===== config.mk =====
export PLATFORM = sky130hd
export DESIGN_NAME = icache_line_fill
export DESIGN_NICKNAME = d
export VERILOG_FILES = /design/src/rtl/icache_line_fill.sv
export SDC_FILE = /design/constraint.sdc
export NUM_CORES = 1
export LEC_CHECK = 0
export ABC_AREA = 1
export BUFFER_PORTS_ARGS = -buffer_cell sky130_fd_sc_hd__buf_2
export CORE_AREA = 2 2 290 292
export CTS_CLUSTER_DIAMETER = 60
export DETAILED_ROUTE_END_ITERATION = 12
export DIE_AREA = 0 0 292 294
export GPL_ROUTABILITY_DRIVEN = 0
export SETUP_SLACK_MARGIN = 0.2
export SYNTH_ARGS = -nofsm -noshare
export SYNTH_HDL_FRONTEND = slang
export SYNTH_SLANG_ARGS = --single-unit

===== constraint.sdc =====
create_clock -name clk_i -period 1.3 [get_ports clk_i]
set_input_delay 0.26 -clock clk_i [delete_from_list [all_inputs] [get_ports clk_i]]
set_output_delay 0.26 -clock clk_i [all_outputs]
set_load 0.01 [all_outputs]

===== src/rtl/icache_line_fill.sv =====
// Instruction-cache line fill engine: issues one line-aligned memory read per miss,
// assembles N_BEATS beats into a line, and forwards external invalidations.
module icache_line_fill #(
  parameter int PADDR_W = 40,
  parameter int LINE_W  = 512,
  parameter int BEAT_W  = 128,
  parameter int INDEX_W = 12
) (
  input  logic               clk_i,
  input  logic               rstn_i,
  input  logic               ifill_req_valid_i,
  input  logic [PADDR_W-1:0] ifill_req_paddr_i,
  input  logic               ifill_kill_i,
  output logic               ifill_resp_valid_o,
  output logic               ifill_resp_ack_o,
  output logic [LINE_W-1:0]  ifill_resp_data_o,
  input  logic               inv_req_valid_i,
  input  logic [INDEX_W-1:0] inv_req_paddr_i,
  output logic               inv_valid_o,
  output logic [INDEX_W-1:0] inv_paddr_o,
  output logic               mem_req_valid_o,
  input  logic               mem_req_ready_i,
  output logic [PADDR_W-1:0] mem_req_addr_o,
  input  logic               mem_resp_valid_i,
  input  logic [BEAT_W-1:0]  mem_resp_data_i
);

  localparam int N_BEATS = LINE_W / BEAT_W;
  localparam int OFF_W   = $clog2(LINE_W / 8);
  localparam int CNT_W   = (N_BEATS > 1) ? $clog2(N_BEATS) : 1;
  localparam logic [PADDR_W-1:0] LINE_MASK = ~((PADDR_W'(1) << OFF_W) - PADDR_W'(1));

  typedef enum logic [2:0] {IDLE, REQ, RESP, DONE, DRAIN} state_t;

  state_t           state;
  logic [CNT_W-1:0] beat_cnt;
  logic             kill_pend;
  logic             beat_last;
  logic [CNT_W-1:0] beat_nxt;

  assign beat_last = (beat_cnt == CNT_W'(N_BEATS - 1));
  assign beat_nxt  = beat_last ? '0 : beat_cnt + CNT_W'(1);

  always_ff @(posedge clk_i or negedge rstn_i) begin
    if (!rstn_i) begin
      state              <= IDLE;
      beat_cnt           <= '0;
      kill_pend          <= 1'b0;
      ifill_resp_valid_o <= 1'b0;
      ifill_resp_ack_o   <= 1'b0;
      ifill_resp_data_o  <= '0;
      inv_valid_o        <= 1'b0;
      inv_paddr_o        <= '0;
      mem_req_valid_o    <= 1'b0;
      mem_req_addr_o     <= '0;
    end else begin
      ifill_resp_ack_o   <= 1'b0;
      ifill_resp_valid_o <= 1'b0;

      // Invalidation path is a plain one-cycle register, unrelated to the fill FSM
      inv_valid_o <= inv_req_valid_i;
      if (inv_req_valid_i) inv_paddr_o <= inv_req_paddr_i;

      case (state)
        IDLE: begin
          if (ifill_req_valid_i && !ifill_kill_i) begin
            mem_req_addr_o   <= ifill_req_paddr_i & LINE_MASK;
            mem_req_valid_o  <= 1'b1;
            ifill_resp_ack_o <= 1'b1;
            kill_pend        <= 1'b0;
            state            <= REQ;
          end
        end
        // The read request cannot be withdrawn; a kill here only redirects the beats to DRAIN
        REQ: begin
          if (mem_req_ready_i) begin
            mem_req_valid_o <= 1'b0;
            beat_cnt        <= '0;
            kill_pend       <= 1'b0;
            state           <= (kill_pend || ifill_kill_i) ? DRAIN : RESP;
          end else if (ifill_kill_i) begin
            kill_pend <= 1'b1;
          end
        end
        RESP: begin
          if (mem_resp_valid_i) begin
            beat_cnt <= beat_nxt;
            if (!ifill_kill_i) begin
              for (int k = 0; k < N_BEATS; k++)
                if (beat_cnt == CNT_W'(k)) ifill_resp_data_o[k*BEAT_W +: BEAT_W] <= mem_resp_data_i;
            end
          end
          if (mem_resp_valid_i && beat_last) begin
            if (ifill_kill_i) begin
              state <= IDLE;
            end else begin
              state              <= DONE;
              ifill_resp_valid_o <= 1'b1;
            end
          end else if (ifill_kill_i) begin
            state <= DRAIN;
          end
        end
        DRAIN: begin
          if (mem_resp_valid_i) begin
            beat_cnt <= beat_nxt;
            if (beat_last) state <= IDLE;
          end
        end
        DONE:    state <= IDLE;
        default: state <= IDLE;
      endcase
    end
  end

endmodule

==> key figures, run 1 <==
Status
  – Outcome: complete, but fails checks
  – Failing checks: setup timing

Clocking
  – TritonCTS clock tree: yes
  – Sink Count: 568
  – Clock Tree Buf Depth: 3
  – Reg clk slew, reported paths: 0.06 ns
  – H-tree levels: 3
  – Clk root buf: clkbuf_16
  – Clock latency at the later pin of the worst-skew pair: 0.62 ns
  – Cts bufs inserted: 69

Floorplanning
  – Die height: 294 um
  – Starting Density: 0.264
  – Die width: 292 um
  – I/O pin cnt: 755
  – Die outline area: 0.0858 mm^2
  – Core Area: 0.0829 mm^2
  – Row count: 106

Worst setup path
  – Crit-path slowest cell: dfrtp_1
  – Buffer and inverter count on the worst path: 4
  – Data required time of the critical path: 1.78 ns
  – CP max FO: 27
  – Crit Path Category: reg -> reg
  – Slowest cell delay on critical path: 0.38 ns
  – CP endpoint kind: register
  – Crit path DAT: 2.07 ns
  – CP startpoint kind: register
  – Crit-path cells: buf_4 > inv_2 > ha_2 > nand3_4 > buf_12 > buf_16 > nand2_2 > o21ai_2
  – CP top delay family: buffers and inverters

Timing
  – Worst Skew: 0.0364 ns
  – Final hold violation count: 0
  – Upper clock frequency limit: 628 MHz
  – RSZ-0062 raised after global routing: yes
  – Final WS setup: -0.292 ns
  – Fin crit share: 1.22
  – Period minus WS final: 1.59 ns
  – Max Transition Viols Final: 0
  – Hold slack: 0.0213 ns
  – Final count of negative-setup-slack endpoints: 1116

Power and ir drop
  – Clock Power Share: 0.358
  – Int Power: 39.1 mW
  – Sw Ratio: 0.311
  – Switch Pwr: 17.7 mW
  – Overall power: 56.7 mW
  – Logic pwr share: 0.230
  – Worst ir drop on vdd: 0.954 mV
  – PD cells: 1710 mW/mm^2
  – Sequential share of power: 0.413
  – Leak Pwr: 17.7 nW

Job
  – Max-cap violation count: 0

Routing
  – WL per Instance: 17.7 um
  – WL final: 74900 um
  – DRC: 0
  – Vias: 18400
  – Initial DRT Pass Iterations: 5
  – Via density: 4.36
  – Iter 0 DRT Violations: 880
  – Antenna-violating nets left: 0

Yosys
  – Post-synthesis xor/xnor area fraction: 0
  – Post-synth EDFFs: 0
  – Post-synthesis sequential area ratio: 0.650
  – Primary FF master, synth: dfrtp_1
  – Synth Area in Compound Gates: 0.141
  – Largest family of logic cells by synthesized area: compound AO/OA/AOI/OAI gates
  – Commonest cells post-synth: nand2_1 (641), dfrtp_1 (568), o21ai_1 (312)
  – Mux contribution to synthesized area: 0.00618
  – Ys async rst share: 1.00
  – Synth Register Bits: 568
  – Top cell type's share of synthesized area: 0.650
  – Post-synthesis cell count: 2036
  – Post-Synth Adder-Cell Area: 0.00229
  – Largest area contributor in the netlist: dfrtp_1
  – Ys Warns: 0
  – Syn avg cell area: 10.7 um^2
  – Post-synthesis cell type count: 27
  – Simple logic cell fraction of the synthesized area: 0.121
  – Most frequent cell after synthesis: nand2_1
  – Synthesized area: 0.0219 mm^2
  – Synth area leaders: dfrtp_1 (65%), nand2_1 (11%), o21ai_1 (7.1%)

Finish
  – Final core utilization: 0.401
  – Share of layout cells above drive strength 1: 0.430
  – Nets: 3280
  – Area Growth Syn to Fin: 51.8%
  – Fill count: 7981

Min path
  – HP Class: in -> reg

GRT
  – Number of global-route vias before repair: 18000
  – First-pass GRT wire length: 106000 um
  – GR Overflow Total: 0
  – Largest net degree at the start of global routing: 65
  – Initial antenna violation count: 1
  – Total track usage: 0.158

Placement
  – Port Buffers: 742
  – Estimated wirelength of the detail-placed design: 48700 um
==> registers in the layout (all words and copies together), names as in the netlist <==
signal	count
state	3
ifill_resp_valid_o	1
inv_paddr_o	12
ifill_resp_data_o	512
beat_cnt	2
mem_req_addr_o	34
inv_valid_o	1
mem_req_valid_o	1
kill_pend	1
ifill_resp_ack_o	1
==> worst reg2reg max path, delay by kind of cell (launching register included) <==
kind / cells / cell delay (ns)
flip-flops: 1 / 0.38
buffers and inverters: 4 / 0.68
AO/OA/AOI/OAI: 1 / 0.06
adder cells (fa/ha/maj): 1 / 0.19
AND/OR/NAND/NOR: 2 / 0.17
==> worst paths after layout <==
check | start | slack (ns) | cells past startpoint | to
min in group asynchronous | rstn_i | 0.06 | 2 | mem_req_addr_o[13]
hold reg to reg | mem_req_addr_o[14] | 0.47 | 2 | mem_req_addr_o[14]
setup reg to reg | beat_cnt[0] | -0.29 | 8 | ifill_resp_data_o[342]
setup / recovery | beat_cnt[0] | -0.29 | 8 | ifill_resp_data_o[342]
hold / removal | mem_resp_data_i[82] | 0.02 | 3 | ifill_resp_data_o[466]
max in group asynchronous | rstn_i | 0.48 | 4 | ifill_resp_data_o[462]
==> placed cells by master, fill, tap and decap left out, types with 40 or more instances in the layout <==
master / instances
dfrtp_1: 566
buf_2: 742
nand2_1: 561
nand2_2: 61
inv_1: 137
buf_12: 40
o21ai_2: 171
buf_4: 74
o21ai_1: 327
buf_6: 43
clkbuf_16: 90
dlygate4sd3_1: 153
==> repair_timing <==
action                                   CTS  global route
gates resized for setup                   62           171
hold buffers                             153             0
cloned                                     9            30
endpoints found under the setup margin  1117          1117
buffers inserted                           9            11
pin swaps                                  4            14
endpoints found under the hold margin    913             0
==> kinds of logic (layout without fill, tap and decap cells) <==
logic type      after synthesis  after routing
flops                       568            568
other cells                   1              7
buf+inv                     267           1365
mux                          12             12
compound gates              513            513
simple gates                671            677
fa+ha+maj                     4              4
==> layout make-up <==
cell class,count,area [um^2],share of cell area
inverters,141,537,0.0162
multi-input cells,1212,6530,0.197
diodes,1,2.50,0.0000754
clock inverters,32,477,0.0144
clock buffers,95,1970,0.0595
well taps,1080,1350,0.0407
repair buffers,1097,8110,0.244
flip-flops and latches,568,14200,0.428
==> power by group through the flow <==
stage / registers (mW) / clock network (mW) / logic [mW]
after floorplan: 25.2 / 0 / 4.45
after global placement: 23.6 / 0 / 12.2
after detailed placement: 23.6 / 0 / 12.4
after CTS: 23.4 / 20.7 / 12.9
after global routing: 23.8 / 21.5 / 14.4
final: 23.4 / 20.3 / 13.0
==> routing by layer <==
layer  routed length [um]  share of wire  GRT usage  up-vias
met5                    0              0          0        -
met4                 2740          0.037     0.0612        0
met3                 5470          0.073     0.0465      168
met2                37100           0.49      0.266      682
met1                29600           0.40      0.190     8861
li1                     -              -          -     8730
==> per-stage QoR <==
step	setup WS, ns	cell area (um^2)	setup TNS (ns)	instances
finish	-0.292	33200	-158.84	4226
global route	-0.351	33200	-231.22	4225
floorplan	-0.123	22000	-51.68	2041
detailed placement	-0.396	27400	-135.73	3886
global placement	-0.355	27400	-121.21	3886
CTS	-0.288	31900	-184.92	4184
Power figures use the tool's default switching activity.
==> run 2, diff against run 1 <==
--- a/config.mk
+++ b/config.mk
@@ -7,10 +7,10 @@
 export LEC_CHECK = 0
 export ABC_AREA = 1
 export BUFFER_PORTS_ARGS = -buffer_cell sky130_fd_sc_hd__buf_2
-export CORE_AREA = 2 2 290 292
+export CORE_AREA = 2 2 293 295
 export CTS_CLUSTER_DIAMETER = 60
 export DETAILED_ROUTE_END_ITERATION = 12
-export DIE_AREA = 0 0 292 294
+export DIE_AREA = 0 0 295 297
 export GPL_ROUTABILITY_DRIVEN = 0
 export SETUP_SLACK_MARGIN = 0.2
 export SYNTH_ARGS = -nofsm -noshare
==> constraint.sdc (replaced) <==
create_clock -name clk_i -period 1.55 [get_ports clk_i]
set_input_delay 0.31 -clock clk_i [delete_from_list [all_inputs] [get_ports clk_i]]
set_output_delay 0.31 -clock clk_i [all_outputs]
set_load 0.01 [all_outputs]
==> key figures, run 2 (synthesis results as in run 1) <==
Placement
  – Estimated wirelength of the detail-placed design: 48800 um (+0.20%)
  – Port Buffers: 742 (unchanged)
  – Placed instance area: 0.0275 mm^2 (+0.36%)

Clocking
  – Clk root buf: clkbuf_16
  – H-tree levels: 3 (unchanged)
  – Reg clk slew, reported paths: 0.06 ns (about the same)
  – TritonCTS clock tree: yes
  – Clock Tree Buf Depth: 3 (unchanged)
  – Clock latency at the later pin of the worst-skew pair: 0.60 ns (-0.02 ns)
  – Cts bufs inserted: 66 (-4.3%)
  – Sink Count: 568 (unchanged)

Job
  – Max-cap violation count: 0 (unchanged)

Worst setup path
  – Data required time of the critical path: 2.01 ns (+0.23 ns)
  – CP max FO: 20 (-26%)
  – CP endpoint kind: register
  – Crit path DAT: 2.06 ns (about the same)
  – Crit Path Category: reg -> reg
  – CP startpoint kind: register

Timing
  – Final WS setup: -0.0461 ns (+0.246 ns)
  – Upper clock frequency limit: 627 MHz (-0.23%)
  – Hold slack: 0.0414 ns (+0.0201 ns)
  – Worst Skew: 0.0242 ns (-0.0122 ns)
  – Final hold violation count: 0 (unchanged)
  – Final count of negative-setup-slack endpoints: 107 (-90%)
  – Fin crit share: 1.03 (-0.195)
  – Period minus WS final: 1.60 ns (+0.00365 ns)
  – RSZ-0062 raised after global routing: yes
  – Max Transition Viols Final: 0 (unchanged)

Routing
  – Via density: 4.24 (-2.8%)
  – Antenna-violating nets left: 0 (unchanged)
  – Initial DRT Pass Iterations: 5 (unchanged)
  – Vias: 17800 (-3.7%)
  – DRC: 0 (unchanged)
  – WL per Instance: 17.0 um (-4.1%)
  – Iter 0 DRT Violations: 965 (+9.7%)
  – WL final: 71200 um (-5.0%)

Floorplanning
  – Core Area: 0.0845 mm^2 (+1.9%)
  – Row count: 107 (+0.94%)
  – Die outline area: 0.0876 mm^2 (+2.1%)
  – Die width: 295 um (+1.0%)
  – I/O pin cnt: 755 (unchanged)
  – Die height: 297 um (+1.0%)
  – Starting Density: 0.259 (-0.00495)

GRT
  – Number of global-route vias before repair: 17500 (-2.9%)
  – Total track usage: 0.154 (-0.00434)
  – First-pass GRT wire length: 105000 um (-0.95%)
  – Largest net degree at the start of global routing: 81 (+25%)
  – GR Overflow Total: 0 (unchanged)
  – Initial antenna violation count: 2 (+1)

Power and ir drop
  – PD cells: 1460 mW/mm^2 (-15%)
  – Overall power: 46.5 mW (-18%)
  – Logic pwr share: 0.228 (-0.002)
  – Leak Pwr: 17.2 nW (-2.8%)
  – Clock Power Share: 0.350 (-0.008)
  – Sw Ratio: 0.311 (-0.000769)
  – Int Power: 32.0 mW (-18%)
  – Sequential share of power: 0.422 (+0.009)
  – Worst ir drop on vdd: 1.00 mV (+5.1%)
  – Switch Pwr: 14.4 mW (-18%)

Finish
  – Top reg by flops: ifill_resp_data_o
  – Post-route cell area: 0.0319 mm^2 (-3.9%)
  – Largest regs: ifill_resp_data_o x512, mem_req_addr_o x34, inv_paddr_o x12
  – Nets: 3183 (-3.0%)
  – Multi-input logic area: 0.00613 mm^2 (-6.2%)
  – Share of layout cells above drive strength 1: 0.411 (-0.0188)
  – Max reg flops: 512 (unchanged)
  – Most common cell after layout, fill and taps aside: buf_2
  – Fill count: 8308 (+4.1%)
  – Commonest cells after routing, fill and taps aside: buf_2 (740), nand2_1 (604), dfrtp_1 (568)
  – Register area: 0.0142 mm^2 (about the same)
  – Area Growth Syn to Fin: 45.8%

Status
  – Failing checks: setup timing
  – Outcome: complete, but fails checks

Min path
  – HP Class: in -> reg
run 2: layout make-up:
class | count | area share
Timing Repair Buffer | 1009 | 0.228
Inverter | 141 | 0.0168
Clock buffer | 88 | 0.0598
Clock inverter | 29 | 0.0127
Multi-Input combinational cell | 1206 | 0.192
Sequential cell | 568 | 0.446
Antenna cell | 1 | 0.0000785
Tap cell | 1144 | 0.0449
run 2: power groups by stage:
stage	clock network [mW]	logic, mW	registers (mW)
4_1_cts	16.7	10.7	19.6
2_1_floorplan	0	3.69	21.2
5_1_grt	17.3	11.7	20.0
6_report	16.3	10.6	19.6
3_3_place_gp	0	10.2	19.7
3_5_place_dp	0	10.4	19.8
run 2: final timing paths:
| kind | from | cells past startpoint | to | slack, ns |
|---|---|---|---|---|
| worst max-delay path | state[0] | 10 | ifill_resp_data_o[443] | -0.05 |
| worst min-delay path | mem_resp_data_i[2] | 3 | ifill_resp_data_o[386] | 0.04 |
| min in group asynchronous | rstn_i | 2 | mem_req_addr_o[10] | 0.18 |
| max in group asynchronous | rstn_i | 3 | ifill_resp_data_o[0] | 0.65 |
| worst min register to register | ifill_resp_data_o[330] | 2 | ifill_resp_data_o[330] | 0.47 |
| worst max register to register | state[0] | 10 | ifill_resp_data_o[443] | -0.05 |
run 2: what timing repair did:
item                        CTS  global route
pin swaps                     1             1
setup endpoints to repair  1113          1116
gates cloned                 12            11
hold buffers                 87             0
gates resized for setup      91            34
setup buffers                11             7
hold endpoints to repair    396             0
run 2: stage by stage:
stage               TNS [ns]  setup WS [ns]  instances  utilization
finish                 -1.05        -0.0461       4186        0.378
global route          -24.33         -0.152       4186        0.378
CTS                   -0.893        -0.0278       4167        0.372
detailed placement    -10.74         -0.106       3940        0.325
global placement       -7.76         -0.104       3940        0.325
floorplan                  0          0.121       2041            -
run 2: metal layers:
metal  GRT usage  wire length (um)  vias to the layer above
met3      0.0415              5100                      166
li1            -                 -                     8491
met5           0                13                        -
met1       0.186             28900                     8443
met2       0.255             34200                      652
met4      0.0677              2940                        2
run 2: worst max-delay path, cell delays in order, from the launching register on:
cell,delay [ns]
dfrtp_1,0.41
clkinv_4,0.07
nand2_4,0.05
nor2_8,0.12
buf_6,0.14
nand2_8,0.07
buf_12,0.16
buf_16,0.15
buf_12,0.16
nand2_1,0.07
o21ai_1,0.07
==> run 3, diff against run 2 <==
--- a/config.mk
+++ b/config.mk
@@ -7,10 +7,10 @@
 export LEC_CHECK = 0
 export ABC_AREA = 1
 export BUFFER_PORTS_ARGS = -buffer_cell sky130_fd_sc_hd__buf_2
-export CORE_AREA = 2 2 293 295
+export CORE_AREA = 2 2 291 293
 export CTS_CLUSTER_DIAMETER = 60
 export DETAILED_ROUTE_END_ITERATION = 12
-export DIE_AREA = 0 0 295 297
+export DIE_AREA = 0 0 293 295
 export GPL_ROUTABILITY_DRIVEN = 0
 export SETUP_SLACK_MARGIN = 0.2
 export SYNTH_ARGS = -nofsm -noshare
==> key figures, run 3 (synthesis results as in run 1) <==
Timing
  – Max Transition Viols Final: 0 (unchanged)
  – Upper clock frequency limit: 611 MHz (-2.4%)
  – Final count of negative-setup-slack endpoints: 311 (+190%)
  – Worst Skew: 0.0183 ns (-0.00591 ns)
  – Final hold violation count: 0 (unchanged)
  – Hold slack: 0.0490 ns (+0.00760 ns)
  – Final WS setup: -0.0862 ns (-0.0401 ns)
  – Period minus WS final: 1.64 ns (+0.0401 ns)
  – Fin crit share: 1.06 (+0.0258)
  – RSZ-0062 raised after global routing: yes

Min path
  – Worst hold path depth: 3 (unchanged)
  – Hold Path End: ifill_resp_data_o[288]
  – HP Start: mem_resp_data_i[32]
  – HP Class: in -> reg

Placement
  – Placed instance area: 0.0274 mm^2 (-0.17%)
  – Estimated wirelength of the detail-placed design: 49400 um (+1.2%)
  – Placed cells: 3892 (-1.2%)
  – Port Buffers: 742 (unchanged)
  – Pre-CTS setup slack: -0.143 ns (-0.0364 ns)

Clocking
  – Sink Count: 568 (unchanged)
  – Clk root buf: clkbuf_16
  – Clock Tree Buf Depth: 3 (unchanged)
  – TritonCTS clock tree: yes
  – Clock latency at the later pin of the worst-skew pair: 0.58 ns (-0.02 ns)
  – H-tree levels: 3 (unchanged)
  – Cts bufs inserted: 68 (+3.0%)
  – Reg clk slew, reported paths: 0.06 ns (about the same)

Power and ir drop
  – Clock Power Share: 0.349 (about the same)
  – Sequential share of power: 0.419 (-0.003)
  – Logic pwr share: 0.233 (+0.005)
  – Leak Pwr: 17.8 nW (+3.2%)
  – Switch Pwr: 14.5 mW (+0.13%)
  – Int Power: 32.5 mW (+1.4%)
  – PD cells: 1410 mW/mm^2 (-3.2%)
  – Sw Ratio: 0.308 (-0.00262)
  – Worst ir drop on vdd: 0.817 mV (-19%)

Status
  – Outcome: complete, but fails checks
  – Failing checks: setup timing

Finish
  – Share of layout cells above drive strength 1: 0.482 (+0.0707)
  – Fill count: 7994 (-3.8%)
  – Top reg by flops: ifill_resp_data_o
  – Nets: 3207 (+0.75%)
  – Final core utilization: 0.400 (+0.0224)
  – Final std cells w/o fill: 4151 (-0.84%)
  – Area Growth Syn to Fin: 52.1%
  – Post-route cell area: 0.0333 mm^2 (+4.3%)
  – Max reg flops: 512 (unchanged)
  – Most common cell after layout, fill and taps aside: buf_2
  – Largest regs: ifill_resp_data_o x512, mem_req_addr_o x34, inv_paddr_o x12
  – Commonest cells after routing, fill and taps aside: buf_2 (741), dfrtp_1 (568), nand2_1 (475)

GRT
  – Initial antenna violation count: 4 (+2)
  – Number of global-route vias before repair: 17900 (+2.2%)
  – First-pass GRT wire length: 109000 um (+3.8%)
  – Total track usage: 0.163 (+0.00942)
  – Largest net degree at the start of global routing: 76 (-6.2%)
  – GR Overflow Total: 0 (unchanged)

Worst setup path
  – CP endpoint kind: register
  – Worst R2R End: ifill_resp_data_o[328]
  – Crit Path Category: reg -> reg
  – R2r startpoint: state[0]
  – Setup slack, reg-to-reg: -0.09 ns (-0.04 ns)
  – R2R depth: 9 (-1)
  – CP max FO: 29 (+45%)
  – Crit path DAT: 2.11 ns (+0.05 ns)
  – CP startpoint kind: register
  – Data required time of the critical path: 2.02 ns (about the same)

Routing
  – DRC: 0 (unchanged)
  – Vias: 18200 (+2.3%)
  – Via density: 4.37 (+3.1%)
  – WL final: 74900 um (+5.2%)
  – WL per Instance: 18.0 um (+6.1%)
  – Initial DRT Pass Iterations: 5 (unchanged)
  – Iter 0 DRT Violations: 855 (-11%)
  – Antenna-violating nets left: 0 (unchanged)

Floorplanning
  – Die height: 295 um (-0.67%)
  – I/O pin cnt: 755 (unchanged)
  – Die width: 293 um (-0.68%)
  – Core Area: 0.0832 mm^2 (-1.6%)
  – Row count: 106 (-0.93%)
  – Starting Density: 0.263 (+0.00411)
  – Die outline area: 0.0864 mm^2 (-1.3%)

Job
  – Max-cap violation count: 0 (unchanged)
-- run 3: power by group through the flow --
stage	clock [mW]	sequential (mW)	combinational [mW]
2_1_floorplan	0	21.2	3.69
3_3_place_gp	0	19.7	10.3
3_5_place_dp	0	19.7	10.5
4_1_cts	16.8	19.5	10.9
5_1_grt	17.4	20.0	12.0
6_report	16.4	19.6	10.9
-- run 3: timing repair --
| item | in CTS | in global routing |
|---|---|---|
| setup endpoints to repair | 1115 | 1116 |
| endpoints found under the hold margin | 286 | 0 |
| pin swaps | 7 | 2 |
| cloned | 21 | 13 |
| gates resized for setup | 163 | 285 |
| buffers inserted | 27 | 3 |
| hold buffers | 70 | 0 |
-- run 3: metal layers --
metal	wire (um)	vias up	part of all wire	GRT usage
li1	-	8588	-	-
met1	30100	8710	0.40	0.202
met2	36700	689	0.49	0.275
met3	5270	168	0.070	0.0401
met4	2820	0	0.038	0.0610
met5	0	-	0	0
-- run 3: area by class of cell --
cell class	count	area, um^2	area share
multi-input cells	1206	7020	0.211
well taps	1080	1350	0.0406
inverters	141	537	0.0161
clock buffers	99	2010	0.0604
repair buffers	1031	7810	0.235
flip-flops and latches	568	14200	0.427
clock inverters	23	314	0.00944
diodes	3	7.51	0.000226
-- run 3: critical path, cell delays in order (launching register included) --
cell and delay (ns):
dfrtp_1 0.41, clkinv_4 0.07, nand2_4 0.06, nor2_8 0.14, buf_6 0.12, nand3_4 0.10
buf_12 0.18, clkbuf_16 0.24, nand2_1 0.07, o21ai_2 0.05
-- run 3: per-stage QoR --
stage	power, mW	TNS (ns)
2_1_floorplan	24.9	0
3_3_place_gp	30.0	-2.59
3_5_place_dp	30.2	-6.34
4_1_cts	47.2	-12.38
5_1_grt	49.4	-40.93
6_report	46.9	-12.06
-- run 3: worst max path at each step --
stage	startpoint	end	slack, ns	depth (start not counted)
3_5_place_dp	beat_cnt[0]	ifill_resp_data_o[467]	-0.14	9
2_1_floorplan	state[0]	ifill_resp_data_o[23]	0.12	9
4_1_cts	beat_cnt[1]	ifill_resp_data_o[422]	-0.11	10
6_report	state[0]	ifill_resp_data_o[328]	-0.09	9
3_3_place_gp	beat_cnt[0]	ifill_resp_data_o[470]	-0.08	9
5_1_grt	beat_cnt[0]	ifill_resp_data_o[492]	-0.17	10
